$ cat config.mk
export PLATFORM = sky130hd
export DESIGN_NAME = stack_sequencer
export DESIGN_NICKNAME = d
export VERILOG_FILES = /design/src/rtl/cpu_stack_pkg.sv /design/src/rtl/stack_sequencer.sv
export SDC_FILE = /design/constraint.sdc
export NUM_CORES = 1
export LEC_CHECK = 0
export ABC_CLOCK_PERIOD_IN_PS = 2600
export BUFFER_PORTS_ARGS = -buffer_cell sky130_fd_sc_hd__buf_2
export CAP_MARGIN = 20
export CORE_UTILIZATION = 50
export DETAILED_ROUTE_END_ITERATION = 8
export PLACE_DENSITY = 0.83
export SETUP_SLACK_MARGIN = 0.1
export SLEW_MARGIN = 20
export SYNTH_ARGS = -nofsm -noshare
export SYNTH_HDL_FRONTEND = slang
export SYNTH_SLANG_ARGS = --single-unit
$ cat constraint.sdc
create_clock -name clk -period 2.6 [get_ports clk]
set_clock_uncertainty 0.2 [all_clocks]
set_input_delay 0.26 -clock clk [delete_from_list [all_inputs] [get_ports clk]]
set_output_delay 0.26 -clock clk [all_outputs]
set_load 0.02 [all_outputs]
$ cat src/rtl/cpu_stack_pkg.sv
// Shared stack-transfer definitions: op codes, sequencer states, P bit positions
// and the op-to-byte-count helper.
package cpu_stack_pkg;

  localparam logic [7:0]  STACK_PAGE_DEFAULT = 8'h01;
  localparam int unsigned ADDR_W_DEFAULT     = 16;
  localparam int unsigned P_B_BIT            = 4;
  localparam int unsigned P_U_BIT            = 5;

  localparam logic [1:0] SEL_HOLD = 2'b00;
  localparam logic [1:0] SEL_INC  = 2'b01;
  localparam logic [1:0] SEL_DEC  = 2'b10;

  typedef enum logic [2:0] {
    OP_PUSH1    = 3'b000,
    OP_PULL1    = 3'b001,
    OP_PUSH_PC  = 3'b010,
    OP_PUSH_INT = 3'b011,
    OP_PULL_PC  = 3'b100,
    OP_PULL_INT = 3'b101
  } op_e;

  typedef enum logic [1:0] {
    ST_IDLE,
    ST_XFER,
    ST_WAIT,
    ST_DONE
  } state_e;

  // Bytes moved per op; 0 marks a reserved encoding.
  function automatic logic [1:0] op_count(input logic [2:0] op);
    case (op)
      OP_PUSH1, OP_PULL1:       op_count = 2'd1;
      OP_PUSH_PC, OP_PULL_PC:   op_count = 2'd2;
      OP_PUSH_INT, OP_PULL_INT: op_count = 2'd3;
      default:                  op_count = 2'd0;
    endcase
  endfunction

  function automatic logic op_is_push(input logic [2:0] op);
    op_is_push = (op == OP_PUSH1) || (op == OP_PUSH_PC) || (op == OP_PUSH_INT);
  endfunction

endpackage

$ cat src/rtl/stack_sequencer.sv
// Sequences multi-byte 6502 stack pushes/pulls against an external stack
// pointer, forming page-1 addresses and returning pulled bytes.
module stack_sequencer
  import cpu_stack_pkg::*;
#(
  parameter logic [7:0]  STACK_PAGE = STACK_PAGE_DEFAULT,
  parameter int unsigned ADDR_W     = ADDR_W_DEFAULT
) (
  input  logic              clk,
  input  logic              reset,
  input  logic              start,
  input  logic [2:0]        op,
  input  logic              brk,
  input  logic [7:0]        push_data,
  input  logic [15:0]       pc,
  input  logic [7:0]        status,
  input  logic [7:0]        sp,
  input  logic [7:0]        mem_rdata,
  output logic [1:0]        sp_sel,
  output logic [ADDR_W-1:0] addr,
  output logic [7:0]        wdata,
  output logic              we,
  output logic              busy,
  output logic              done,
  output logic              err,
  output logic [7:0]        pull_data,
  output logic [15:0]       pc_out,
  output logic [7:0]        p_out
);

  state_e      state_q, state_d;
  logic [2:0]  op_q, op_d;
  logic [1:0]  idx_q, idx_d;
  logic [1:0]  n_q, n_d;
  logic [15:0] pc_q, pc_d;
  logic [7:0]  p_q, p_d;
  logic [7:0]  data_q, data_d;
  logic [7:0]  b0_q, b0_d;
  logic [7:0]  b1_q, b1_d;
  logic        access_q, access_d;
  logic [1:0]  sp_sel_q, sp_sel_d;
  logic [7:0]  wdata_q, wdata_d;
  logic        we_q, we_d;
  logic        busy_q, busy_d;
  logic        done_q, done_d;
  logic        err_q, err_d;
  logic [7:0]  pull_data_q, pull_data_d;
  logic [15:0] pc_out_q, pc_out_d;
  logic [7:0]  p_out_q, p_out_d;
  logic [7:0]  p_int;

  // Byte written by access idx of a push op (high byte first, P last).
  function automatic logic [7:0] push_byte(input logic [2:0] o, input logic [1:0] i,
                                           input logic [15:0] p_c, input logic [7:0] p_s,
                                           input logic [7:0] d);
    case (o)
      OP_PUSH1:    push_byte = d;
      OP_PUSH_PC:  push_byte = (i == 2'd0) ? p_c[15:8] : p_c[7:0];
      OP_PUSH_INT: push_byte = (i == 2'd0) ? p_c[15:8] : (i == 2'd1) ? p_c[7:0] : p_s;
      default:     push_byte = 8'h00;
    endcase
  endfunction

  always_comb begin
    p_int          = status;
    p_int[P_U_BIT] = 1'b1;
    p_int[P_B_BIT] = brk;
  end

  always_comb begin
    state_d     = state_q;
    op_d        = op_q;
    idx_d       = idx_q;
    n_d         = n_q;
    pc_d        = pc_q;
    p_d         = p_q;
    data_d      = data_q;
    b0_d        = b0_q;
    b1_d        = b1_q;
    pull_data_d = pull_data_q;
    pc_out_d    = pc_out_q;
    p_out_d     = p_out_q;
    access_d    = 1'b0;
    sp_sel_d    = SEL_HOLD;
    wdata_d     = 8'h00;
    we_d        = 1'b0;
    busy_d      = 1'b0;
    done_d      = 1'b0;
    err_d       = 1'b0;

    case (state_q)
      ST_IDLE: begin
        if (start) begin
          op_d   = op;
          pc_d   = pc;
          p_d    = p_int;
          data_d = push_data;
          idx_d  = 2'd0;
          n_d    = op_count(op);
          if (op_count(op) == 2'd0) begin
            state_d = ST_DONE;
            done_d  = 1'b1;
            err_d   = 1'b1;
          end else begin
            state_d  = ST_XFER;
            access_d = 1'b1;
            busy_d   = 1'b1;
            if (op_is_push(op)) begin
              we_d     = 1'b1;
              sp_sel_d = SEL_DEC;
              wdata_d  = push_byte(op, 2'd0, pc, p_int, push_data);
            end else begin
              sp_sel_d = SEL_INC;
            end
          end
        end
      end

      ST_XFER: begin
        // Read data for the previous pull address is on mem_rdata now.
        if (!op_is_push(op_q)) begin
          if (idx_q == 2'd1) b0_d = mem_rdata;
          if (idx_q == 2'd2) b1_d = mem_rdata;
        end
        idx_d = idx_q + 2'd1;
        if (idx_q == n_q - 2'd1) begin
          if (op_is_push(op_q)) begin
            state_d = ST_DONE;
            done_d  = 1'b1;
          end else begin
            state_d = ST_WAIT;
            busy_d  = 1'b1;
          end
        end else begin
          busy_d   = 1'b1;
          access_d = 1'b1;
          if (op_is_push(op_q)) begin
            we_d     = 1'b1;
            sp_sel_d = SEL_DEC;
            wdata_d  = push_byte(op_q, idx_q + 2'd1, pc_q, p_q, data_q);
          end else begin
            sp_sel_d = SEL_INC;
          end
        end
      end

      ST_WAIT: begin
        state_d = ST_DONE;
        done_d  = 1'b1;
        case (op_q)
          OP_PULL1:    pull_data_d = mem_rdata;
          OP_PULL_PC:  pc_out_d    = {mem_rdata, b0_q};
          OP_PULL_INT: begin
            p_out_d  = b0_q;
            pc_out_d = {mem_rdata, b1_q};
          end
          default: ;
        endcase
      end

      ST_DONE: state_d = ST_IDLE;

      default: state_d = ST_IDLE;
    endcase
  end

  always_ff @(posedge clk) begin
    if (!reset) begin
      state_q     <= ST_IDLE;
      op_q        <= 3'b000;
      idx_q       <= 2'd0;
      n_q         <= 2'd0;
      pc_q        <= 16'h0000;
      p_q         <= 8'h00;
      data_q      <= 8'h00;
      b0_q        <= 8'h00;
      b1_q        <= 8'h00;
      access_q    <= 1'b0;
      sp_sel_q    <= SEL_HOLD;
      wdata_q     <= 8'h00;
      we_q        <= 1'b0;
      busy_q      <= 1'b0;
      done_q      <= 1'b0;
      err_q       <= 1'b0;
      pull_data_q <= 8'h00;
      pc_out_q    <= 16'h0000;
      p_out_q     <= 8'h00;
    end else begin
      state_q     <= state_d;
      op_q        <= op_d;
      idx_q       <= idx_d;
      n_q         <= n_d;
      pc_q        <= pc_d;
      p_q         <= p_d;
      data_q      <= data_d;
      b0_q        <= b0_d;
      b1_q        <= b1_d;
      access_q    <= access_d;
      sp_sel_q    <= sp_sel_d;
      wdata_q     <= wdata_d;
      we_q        <= we_d;
      busy_q      <= busy_d;
      done_q      <= done_d;
      err_q       <= err_d;
      pull_data_q <= pull_data_d;
      pc_out_q    <= pc_out_d;
      p_out_q     <= p_out_d;
    end
  end

  // sp already reflects the pending increment on pulls, so it is used live.
  assign addr      = access_q ? ADDR_W'({STACK_PAGE, sp}) : '0;
  assign sp_sel    = sp_sel_q;
  assign wdata     = wdata_q;
  assign we        = we_q;
  assign busy      = busy_q;
  assign done      = done_q;
  assign err       = err_q;
  assign pull_data = pull_data_q;
  assign pc_out    = pc_out_q;
  assign p_out     = p_out_q;

endmodule

==> flow_summary_export.csv, run 1 <==
group,metric,value,unit
outcome,outcome,"finished clean",
timing,timing.final.crit_share,0.805,
clock_network,tritoncts,"done",
floorplan,fp.dieH,95.7,um
worst_setup_path,path_class,"reg -> reg",
worst_setup_path,reg2regPathDepth,6,
detailed_routing,routed_vias,4152,
job,max_cap_viol_count,0,
layout,layout.cells.non_filler,761,
logic_synthesis,synth.cell_area,4390,um2
floorplan,initial_core_util,0.526,
placement,dpl_cell_area,4940,um2
layout,fill_cells,668,
logic_synthesis,seq_area_frac_synth,0.470,
timing,report.final.hold_viol_count,0,
floorplan,design.die.area,9150,um2
detailed_routing,ant_nets,0,
detailed_routing,detailedRoute.firstIterationViolations,255,
logic_synthesis,post_synth_num_cell_types,42,
clock_network,post_cts_resize_count,0,
worst_setup_path,worstPathRequired,2.68,ns
layout,synthToLayoutAreaGrowth,27.2,%
min_path,worst_hold_path_type,"in -> reg",
layout,final_net_count,717,
layout,final_layout_size_suffix_gt1_frac,0.215,
timing,hold-worst-slack,0.0187,ns
pwr,vdd_ir_drop_max,337,uV
logic_synthesis,synth.top_cells.by_area,"dfxtp_1, nand2_1, a21oi_1",
timing,relSlewSlack,0.582,
worst_setup_path,timing.critical_path.from_type,"flip-flop",
worst_setup_path,cp_cell_sequence,"inv_1 > ha_1 > nand2_1 > nor2_1 > nand3_1 > o2bb2ai_1",
worst_setup_path,cell_with_the_biggest_individual_delay_on_the_critical_path,"dfxtp_1",
grt,grtUsageMet2,0.451,
timing,worst_margin_slew,0.622,ns
grt,global_route_wire_length_before_repair,18500,um
worst_setup_path,slowest_delay,0.35,ns
grt,groute.layer.met3.usage,0.0606,
worst_setup_path,rr_startpoint,"state_q[0]",
worst_setup_path,cp_capture_type,"flip-flop",
timing,layout_min_cycle_time,2.09,ns
timing,post-route-worst-setup-slack,0.507,ns
worst_setup_path,crit_arrival,2.18,ns
floorplan,boundaryPins,117,
worst_setup_path,worst_r2r_endpoint,"wdata[5]",
timing,grt_setup_unrepaired,"no",
placement,place_hpwl,7530,um
clock_network,clock-root-buffer,"clkbuf_8",
layout,antenna-diode-count,0,
min_path,hold_path.startpoint,"reset",
clock_network,cts_num_sinks,103,
grt,grt_max_degree,42,
placement,port_buffers,107,
grt,globalRouteMet1Util,0.321,
grt,groute.usage.overall,0.264,
min_path,hold_end,"n_q[0]",
grt,grt_busiest_layer,"met2",
timing,setup_tns,0,ns
floorplan,core.rowCount,33,
placement,pre_cts_slack,0.619,ns
logic_synthesis,synth_top_area_share,0.470,
detailed_routing,dr.pass1.iters,6,
clock_network,cts_made_buffers,9,
placement,placedCellCount,703,
worst_setup_path,worst-path-buf-inv,1,
floorplan,chipWidth,95.7,um
pwr,power_density_over_cell_area,715,nW/um2
clock_network,cts_max_path_buffers,2,
layout,utilization,0.669,
clock_network,clk_latency,0.38,ns
grt,via_count_of_the_first_global_routing_pass,3961,
clock_network,h_tree_level_count,3,
detailed_routing,detail_route.vias_per_cell,5.46,
grt,initial_antenna_violation_count,0,
detailed_routing,drc,0,
logic_synthesis,synth_top_area_cell,"dfxtp_1",
worst_setup_path,critPathMaxFanout,9,
worst_setup_path,reg2reg_setup_slack,0.51,ns
detailed_routing,detail_route.wl_per_cell,15.5,um
logic_synthesis,ys_dominant_reg_cell,"dfxtp_1",
detailed_routing,routed_wl,11800,um
logic_synthesis,synthArstFlopShare,0,
timing,setup-violations-final,0,
grt,globalRouteOverflowTotal,0,
min_path,min_delay_path_depth,3,
clock_network,worst_setup_hold_path_clk_slew,0.10,ns
logic_synthesis,syn-mean-instance-area,8.48,um2
pwr,cellLeakagePower,2.44,nW
floorplan,area_of_the_core,8340,um2
worst_setup_path,worst_path_dominant_cell_family,"simple AND/OR/NAND/NOR gates",
timing,drv_slew,0,
placement,globalplace.congestion,0.865,
pwr,fin_total_pwr,3.99,mW
layout,finalInstanceArea,5580,um2
timing,fmax,478,MHz
logic_synthesis,synth_enable_flop_cells,0,
logic_synthesis,ffs_latches_synth,103,
logic_synthesis,synthesis.yosys.warnings,0,
logic_synthesis,synth_cells,517,
[cells in the final DEF, fill, tap and decap left out, drive strengths merged, types with 2 or more instances in the layout]
master and instances:
nand3 11, o22ai 8, buf 118, nand2b 6, nand3b 2, dlygate4sd3 42
a211oi 2, inv 10, conb 7, and3b 2, a32oi 9, and3 2
a21oi 66, clkbuf 10, and2 10, o21ai 6, a22oi 8, mux2i 25
nand2 133, dfxtp 103, o2bb2ai 8, ha 11, nor2 31, o211ai 3
xor2 2, a311oi 9
[worst register-to-register path, stage by stage, from the launching register on]
cell and delay, ns:
dfxtp_1 0.35, inv_1 0.15, ha_1 0.33, nand2_1 0.15, nor2_1 0.14, nand3_1 0.35, o2bb2ai_1 0.33
[what timing repair did]
action | CTS | global route
setup endpoints to repair | 0 | 0
buffers inserted | 0 | 0
hold buffers | 42 | 0
hold endpoints to repair | 59 | 0
[synthesized netlist by cell type, types with 8 or more instances]
library cell and instances:
a22oi_1 8, a21oi_1 66, o22ai_1 8, mux2i_1 24
a32oi_1 9, o2bb2ai_1 8, clkbuf_1 21, nand2_1 133
buf_4 9, buf_2 8, nand3_1 11, ha_1 11
dfxtp_1 103, nor2_1 31, and2_1 10, a311oi_1 9
[cell families after synthesis]
family,after synthesis,share of synthesized area
and+or+nand+nor,200,0.193
AOI/OAI and AO/OA,124,0.183
DFF,103,0.470
buffers and inverters,50,0.0548
muxes,26,0.0605
adders and majority gates,11,0.0314
xor gates and xnor gates,2,0.00571
other,1,0.000855
[metal layers]
layer | vias to the layer above | routed length, um
li1 | 2017 | -
met1 | 1927 | 4710
met2 | 179 | 5990
met3 | 29 | 768
met4 | 0 | 297
met5 | - | 0
[worst max-delay path by stage]
stage                     startpoint          to  slack [ns]  depth (start not counted)
after floorplan           state_q[0]  state_q[1]        0.77                          7
after global placement      idx_q[0]    wdata[4]        0.65                          6
after detailed placement    idx_q[1]    wdata[3]        0.62                          6
after CTS                   idx_q[1]    wdata[4]        0.59                          6
after global routing      state_q[0]    wdata[5]        0.43                          6
final                     state_q[0]    wdata[5]        0.51                          6
[power breakdown]
group,internal (mW),leakage [nW],switching (mW)
combinational,0.396,1.50,0.689
sequential,1.73,0.837,0.105
clock,0.487,0.105,0.576
[layout make-up]
| cell class | count | area, um2 | area share |
|---|---|---|---|
| Tap cell | 105 | 131 | 0.0236 |
| Multi-Input combinational cell | 370 | 2110 | 0.378 |
| Timing Repair Buffer | 160 | 1040 | 0.186 |
| Inverter | 7 | 26.3 | 0.00471 |
| Sequential cell | 103 | 2060 | 0.370 |
| Clock inverter | 6 | 75.1 | 0.0135 |
| Clock buffer | 10 | 138 | 0.0247 |
[state kept, by name, summed over array words and instances, names as in the netlist, 3 cells and up]
name and cells:
pull_data 8, p_out 8, b1_q 8, b0_q 8, data_q 8, pc_out 16
p_q 8, wdata 8, pc_q 16, op_q 3
Note: power is estimated with default switching activity, not from simulation.
==> run 2: changes to the inputs <==
--- a/config.mk
+++ b/config.mk
@@ -5,7 +5,7 @@
 export SDC_FILE = /design/constraint.sdc
 export NUM_CORES = 1
 export LEC_CHECK = 0
-export ABC_CLOCK_PERIOD_IN_PS = 2600
+export ABC_CLOCK_PERIOD_IN_PS = 2000
 export BUFFER_PORTS_ARGS = -buffer_cell sky130_fd_sc_hd__buf_2
 export CAP_MARGIN = 20
 export CORE_UTILIZATION = 50
==> constraint.sdc (replaced) <==
create_clock -name clk -period 2 [get_ports clk]
set_clock_uncertainty 0.2 [all_clocks]
set_input_delay 0.2 -clock clk [delete_from_list [all_inputs] [get_ports clk]]
set_output_delay 0.2 -clock clk [all_outputs]
set_load 0.02 [all_outputs]
==> flow_summary_export.csv, run 2 (same netlist as run 1, synthesis figures left out) <==
group,metric,value,unit
clock_network,clock-root-buffer,"clkbuf_8",
worst_setup_path,critPathMaxFanout,8,
timing,report.final.hold_viol_count,0,
job,max_cap_viol_count,0,
detailed_routing,drc,0,
detailed_routing,detail_route.vias_per_cell,5.44,
pwr,power_frac_seq,0.454,
detailed_routing,ant_nets,0,
clock_network,cts_max_path_buffers,2,
timing,setup_tns,0,ns
grt,groute.usage.overall,0.262,
timing,layout_min_cycle_time,1.85,ns
pwr,power_frac_comb,0.285,
floorplan,area_of_the_core,8340,um2
floorplan,initial_core_util,0.526,
timing,fmax,541,MHz
grt,global_route_wire_length_before_repair,18300,um
grt,globalRouteOverflowTotal,0,
pwr,total_switching_power,1.81,mW
pwr,vdd_ir_drop_max,506,uV
placement,pre_cts_slack,0.0903,ns
detailed_routing,routed_vias,4201,
grt,initial_antenna_violation_count,0,
pwr,cellLeakagePower,2.49,nW
outcome,outcome,"finished clean",
worst_setup_path,reg2reg_setup_slack,0.15,ns
timing,drv_slew,0,
timing,setup-violations-final,0,
placement,place_hpwl,7550,um
layout,most-common-layout-cells,"nand2_1, buf_2, dfxtp_1",
placement,port_buffers,107,
floorplan,boundaryPins,117,
clock_network,tritoncts,"done",
timing,post-route-worst-setup-slack,0.151,ns
layout,final_layout_size_suffix_gt1_frac,0.243,
detailed_routing,detail_route.wl_per_cell,15.5,um
layout,synthToLayoutAreaGrowth,30.9,%
placement,dpl_cell_area,5030,um2
clock_network,cts_num_sinks,103,
pwr,power_frac_clock,0.261,
layout,final_common_cell,"nand2_1",
pwr,swShare,0.342,
worst_setup_path,cp_capture_type,"flip-flop",
worst_setup_path,path_class,"reg -> reg",
timing,grt_setup_unrepaired,"yes",
placement,globalplace.congestion,0.913,
clock_network,worst_setup_hold_path_clk_slew,0.10,ns
pwr,power_density_over_cell_area,919,nW/um2
layout,fill_cells,630,
floorplan,chipWidth,95.7,um
worst_setup_path,timing.critical_path.from_type,"flip-flop",
floorplan,design.die.area,9150,um2
worst_setup_path,crit_arrival,1.92,ns
min_path,worst_hold_path_type,"in -> reg",
worst_setup_path,worstPathRequired,2.07,ns
layout,antenna-diode-count,0,
detailed_routing,dr.pass1.iters,4,
layout,finalInstanceArea,5740,um2
floorplan,fp.dieH,95.7,um
clock_network,h_tree_level_count,3,
clock_network,cts_made_buffers,9,
detailed_routing,routed_wl,11900,um
detailed_routing,detailedRoute.firstIterationViolations,325,
clock_network,clk_latency,0.38,ns
floorplan,core.rowCount,33,
grt,grt_max_degree,34,
pwr,p_int,3.47,mW
layout,final_net_count,728,
grt,via_count_of_the_first_global_routing_pass,3895,
timing,timing.final.crit_share,0.925,
==> run 2: cell count changes in the layout (fill, tap and decap cells not counted), sizes merged <==
| cell | delta |
|---|---|
| inv | -1 |
| clkinvlp | +1 |
| buf | +10 |
| dlygate4sd3 | +1 |
==> run 2: through the flow <==
stage / power (mW) / cells / util / hold WS, ns
2_1_floorplan: 3.38 / 523 / - / 0.136
3_3_place_gp: 3.74 / 711 / 0.603 / 0.241
3_5_place_dp: 3.80 / 711 / 0.603 / 0.245
4_1_cts: 5.22 / 770 / 0.681 / 0.0917
5_1_grt: 5.54 / 772 / 0.688 / 0.114
6_report: 5.28 / 772 / 0.688 / 0.114
==> run 2: timing repair <==
action                                  in CTS  in global routing
hold buffers                                43                  0
pin swaps                                    0                  1
setup buffers                                0                  1
resized for setup                            3                 10
endpoints found under the hold margin       76                  0
gates cloned                                 0                  1
endpoints found under the setup margin       6                 34
==> run 2: worst max-delay path, cell delays in order, from the launching register on <==
cell and delay, ns:
dfxtp_1 0.35, inv_1 0.15, ha_2 0.28, nand2_1 0.16, o221ai_2 0.22, o21ai_0 0.14
a22o_1 0.25
==> run 2: final cells by class <==
cell class	instances	area (um2)	area share
Multi-Input combinational cell	370	2140	0.373
Sequential cell	103	2060	0.360
Timing Repair Buffer	171	1160	0.202
Clock buffer	10	138	0.0240
Tap cell	105	131	0.0229
Clock inverter	6	76.3	0.0133
Inverter	7	26.3	0.00458
==> run 2: power groups by stage <==
stage	Sequential, mW	Combinational [mW]	Clock, mW
final	2.39	1.50	1.38
after global placement	2.42	1.32	0
after CTS	2.38	1.45	1.39
after detailed placement	2.43	1.37	0
after global routing	2.42	1.65	1.48
after floorplan	2.46	0.924	0
==> run 2: routing by layer <==
metal  share of wire  up-vias  routed length (um)  GRT usage
met5               0        -                   0          0
met4           0.025        0                 301     0.0933
met3           0.055       27                 658     0.0534
met2            0.51      162                6080      0.466
met1            0.41     1970                4900      0.311
li1                -     2042                   -          -
==> run 2: path summary, 6_finish.rpt <==
kind         startpoint    endpoint  cells past startpoint
min reg2reg    p_out[4]    p_out[4]                      2
min               start  state_q[1]                      3
max reg2reg  state_q[0]  state_q[1]                      6
max          state_q[0]  state_q[1]                      6
==> run 3: changes to the inputs <==
--- a/config.mk
+++ b/config.mk
@@ -5,12 +5,12 @@
 export SDC_FILE = /design/constraint.sdc
 export NUM_CORES = 1
 export LEC_CHECK = 0
-export ABC_CLOCK_PERIOD_IN_PS = 2000
+export ABC_CLOCK_PERIOD_IN_PS = 1700
 export BUFFER_PORTS_ARGS = -buffer_cell sky130_fd_sc_hd__buf_2
 export CAP_MARGIN = 20
-export CORE_UTILIZATION = 50
+export CORE_UTILIZATION = 47
 export DETAILED_ROUTE_END_ITERATION = 8
-export PLACE_DENSITY = 0.83
+export PLACE_DENSITY = 0.82
 export SETUP_SLACK_MARGIN = 0.1
 export SLEW_MARGIN = 20
 export SYNTH_ARGS = -nofsm -noshare
==> constraint.sdc (replaced) <==
create_clock -name clk -period 1.7 [get_ports clk]
set_clock_uncertainty 0.2 [all_clocks]
set_input_delay 0.17 -clock clk [delete_from_list [all_inputs] [get_ports clk]]
set_output_delay 0.17 -clock clk [all_outputs]
set_load 0.02 [all_outputs]
==> flow_summary_export.csv, run 3 (same netlist as run 1, synthesis figures left out) <==
group,metric,value,unit
outcome,outcome,"finished clean",
pwr,power_frac_seq,0.416,
timing,report.final.hold_viol_count,0,
pwr,power_frac_comb,0.351,
timing,layout_min_cycle_time,1.69,ns
detailed_routing,detail_route.vias_per_cell,5.69,
grt,via_count_of_the_first_global_routing_pass,4251,
layout,final_net_count,744,
detailed_routing,detailedRoute.firstIterationViolations,235,
clock_network,cts_made_buffers,9,
pwr,swShare,0.352,
detailed_routing,routed_wl,13700,um
worst_setup_path,worstPathRequired,1.78,ns
worst_setup_path,path_class,"reg -> reg",
timing,post-route-worst-setup-slack,0.0147,ns
grt,grt_max_degree,61,
placement,dpl_cell_area,5140,um2
floorplan,chipWidth,98.6,um
grt,global_route_wire_length_before_repair,19700,um
placement,port_buffers,107,
floorplan,design.die.area,9720,um2
worst_setup_path,critPathMaxFanout,8,
placement,globalplace.congestion,0.826,
detailed_routing,drc,0,
worst_setup_path,rr_startpoint,"idx_q[1]",
placement,place_hpwl,7790,um
floorplan,area_of_the_core,8890,um2
pwr,power_density_over_cell_area,1090,nW/um2
layout,antenna-diode-count,0,
layout,finalInstanceArea,6320,um2
floorplan,boundaryPins,117,
timing,timing.final.crit_share,0.991,
detailed_routing,dr.pass1.iters,4,
layout,final_layout_size_suffix_gt1_frac,0.337,
layout,utilization,0.710,
worst_setup_path,crit_arrival,1.76,ns
pwr,fin_total_pwr,6.89,mW
floorplan,fp.dieH,98.6,um
timing,fmax,593,MHz
placement,placedCellCount,720,
clock_network,cts_max_path_buffers,2,
clock_network,h_tree_level_count,3,
clock_network,worst_setup_hold_path_clk_slew,0.10,ns
timing,grt_setup_unrepaired,"yes",
clock_network,clock-root-buffer,"clkbuf_8",
timing,drv_slew,0,
layout,synthToLayoutAreaGrowth,44.0,%
layout,most-common-layout-cells,"nand2_1, buf_2, dfxtp_1",
worst_setup_path,cp_capture_type,"flip-flop",
floorplan,initial_core_util,0.493,
pwr,power_frac_clock,0.232,
detailed_routing,detail_route.wl_per_cell,17.4,um
min_path,worst_hold_path_type,"in -> reg",
placement,pre_cts_slack,-0.0918,ns
layout,layout.cells.non_filler,791,
grt,globalRouteOverflowTotal,0,
clock_network,tritoncts,"done",
clock_network,cts_num_sinks,103,
layout,final_common_cell,"nand2_1",
pwr,total_switching_power,2.42,mW
pwr,cellLeakagePower,2.71,nW
worst_setup_path,reg2reg_setup_slack,0.01,ns
detailed_routing,routed_vias,4498,
grt,groute.usage.overall,0.255,
job,max_cap_viol_count,0,
pwr,vdd_ir_drop_max,731,uV
grt,initial_antenna_violation_count,0,
min_path,hold_path.startpoint,"start",
floorplan,core.rowCount,34,
worst_setup_path,critical_path.startpoint,"idx_q[1]",
detailed_routing,ant_nets,0,
clock_network,clk_latency,0.37,ns
timing,setup-violations-final,0,
worst_setup_path,timing.critical_path.from_type,"flip-flop",
pwr,p_int,4.47,mW
==> run 3: changes by cell type in the layout (fill, tap and decap cells not counted), moves of 5 or more <==
cell       change
a21oi_1        -5
a21oi_2        +5
buf_12         +5
buf_4          +6
dfxtp_1        -5
nand2_1        -7
nor2_1         -7
nor2_2         +5
o2bb2ai_1      -6
o2bb2ai_2      +6
==> run 3: final timing paths <==
| kind | end | cells after the start |
|---|---|---|
| hold reg to reg | pull_data[3] | 2 |
| setup / recovery | wdata[2] | 6 |
| hold / removal | err | 3 |
| setup reg to reg | wdata[2] | 6 |
==> run 3: power groups by stage <==
stage               combinational [mW]  clock [mW]  sequential (mW)
floorplan                         1.15           0             2.90
global placement                  1.69           0             2.85
detailed placement                1.74           0             2.86
CTS                               1.96        1.62             2.81
global route                      2.58        1.71             2.89
finish                            2.42        1.60             2.87
==> run 3: repair_timing <==
action,in CTS,in global routing
gates resized for setup,27,59
pin swaps,13,17
hold buffers,43,0
buffers inserted,6,1
hold endpoints to repair,79,0
gates cloned,1,4
setup endpoints to repair,89,90
==> run 3: area by class of cell <==
class,count,area (um2)
clock buffers,11,141
clock inverters,5,65.1
fillers,637,2570
inverters,7,33.8
multi-input cells,370,2430
flip-flops and latches,103,2080
well taps,108,135
repair buffers,187,1430
==> run 3: metal layers <==
| metal | wire, um | share of wire | track usage | vias up |
|---|---|---|---|---|
| li1 | - | - | - | 2086 |
| met1 | 5200 | 0.38 | 0.289 | 2155 |
| met2 | 7330 | 0.53 | 0.470 | 225 |
| met3 | 971 | 0.071 | 0.0645 | 32 |
| met4 | 236 | 0.017 | 0.0769 | 0 |
| met5 | 0 | 0 | 0 | - |
==> run 3: per-stage QoR <==
step | setup TNS, ns | hold WS (ns)
4_1_cts | 0 | 0.0737
2_1_floorplan | 0 | 0.106
3_5_place_dp | -0.656 | 0.216
3_3_place_gp | -0.233 | 0.212
5_1_grt | -0.00230 | 0.116
6_report | 0 | 0.126
==> run 3: critical path: stages (launching register included) <==
cell	delay [ns]
dfxtp_4	0.38
buf_4	0.15
ha_2	0.19
buf_6	0.15
a32oi_1	0.28
o22ai_2	0.12
o2bb2ai_2	0.12
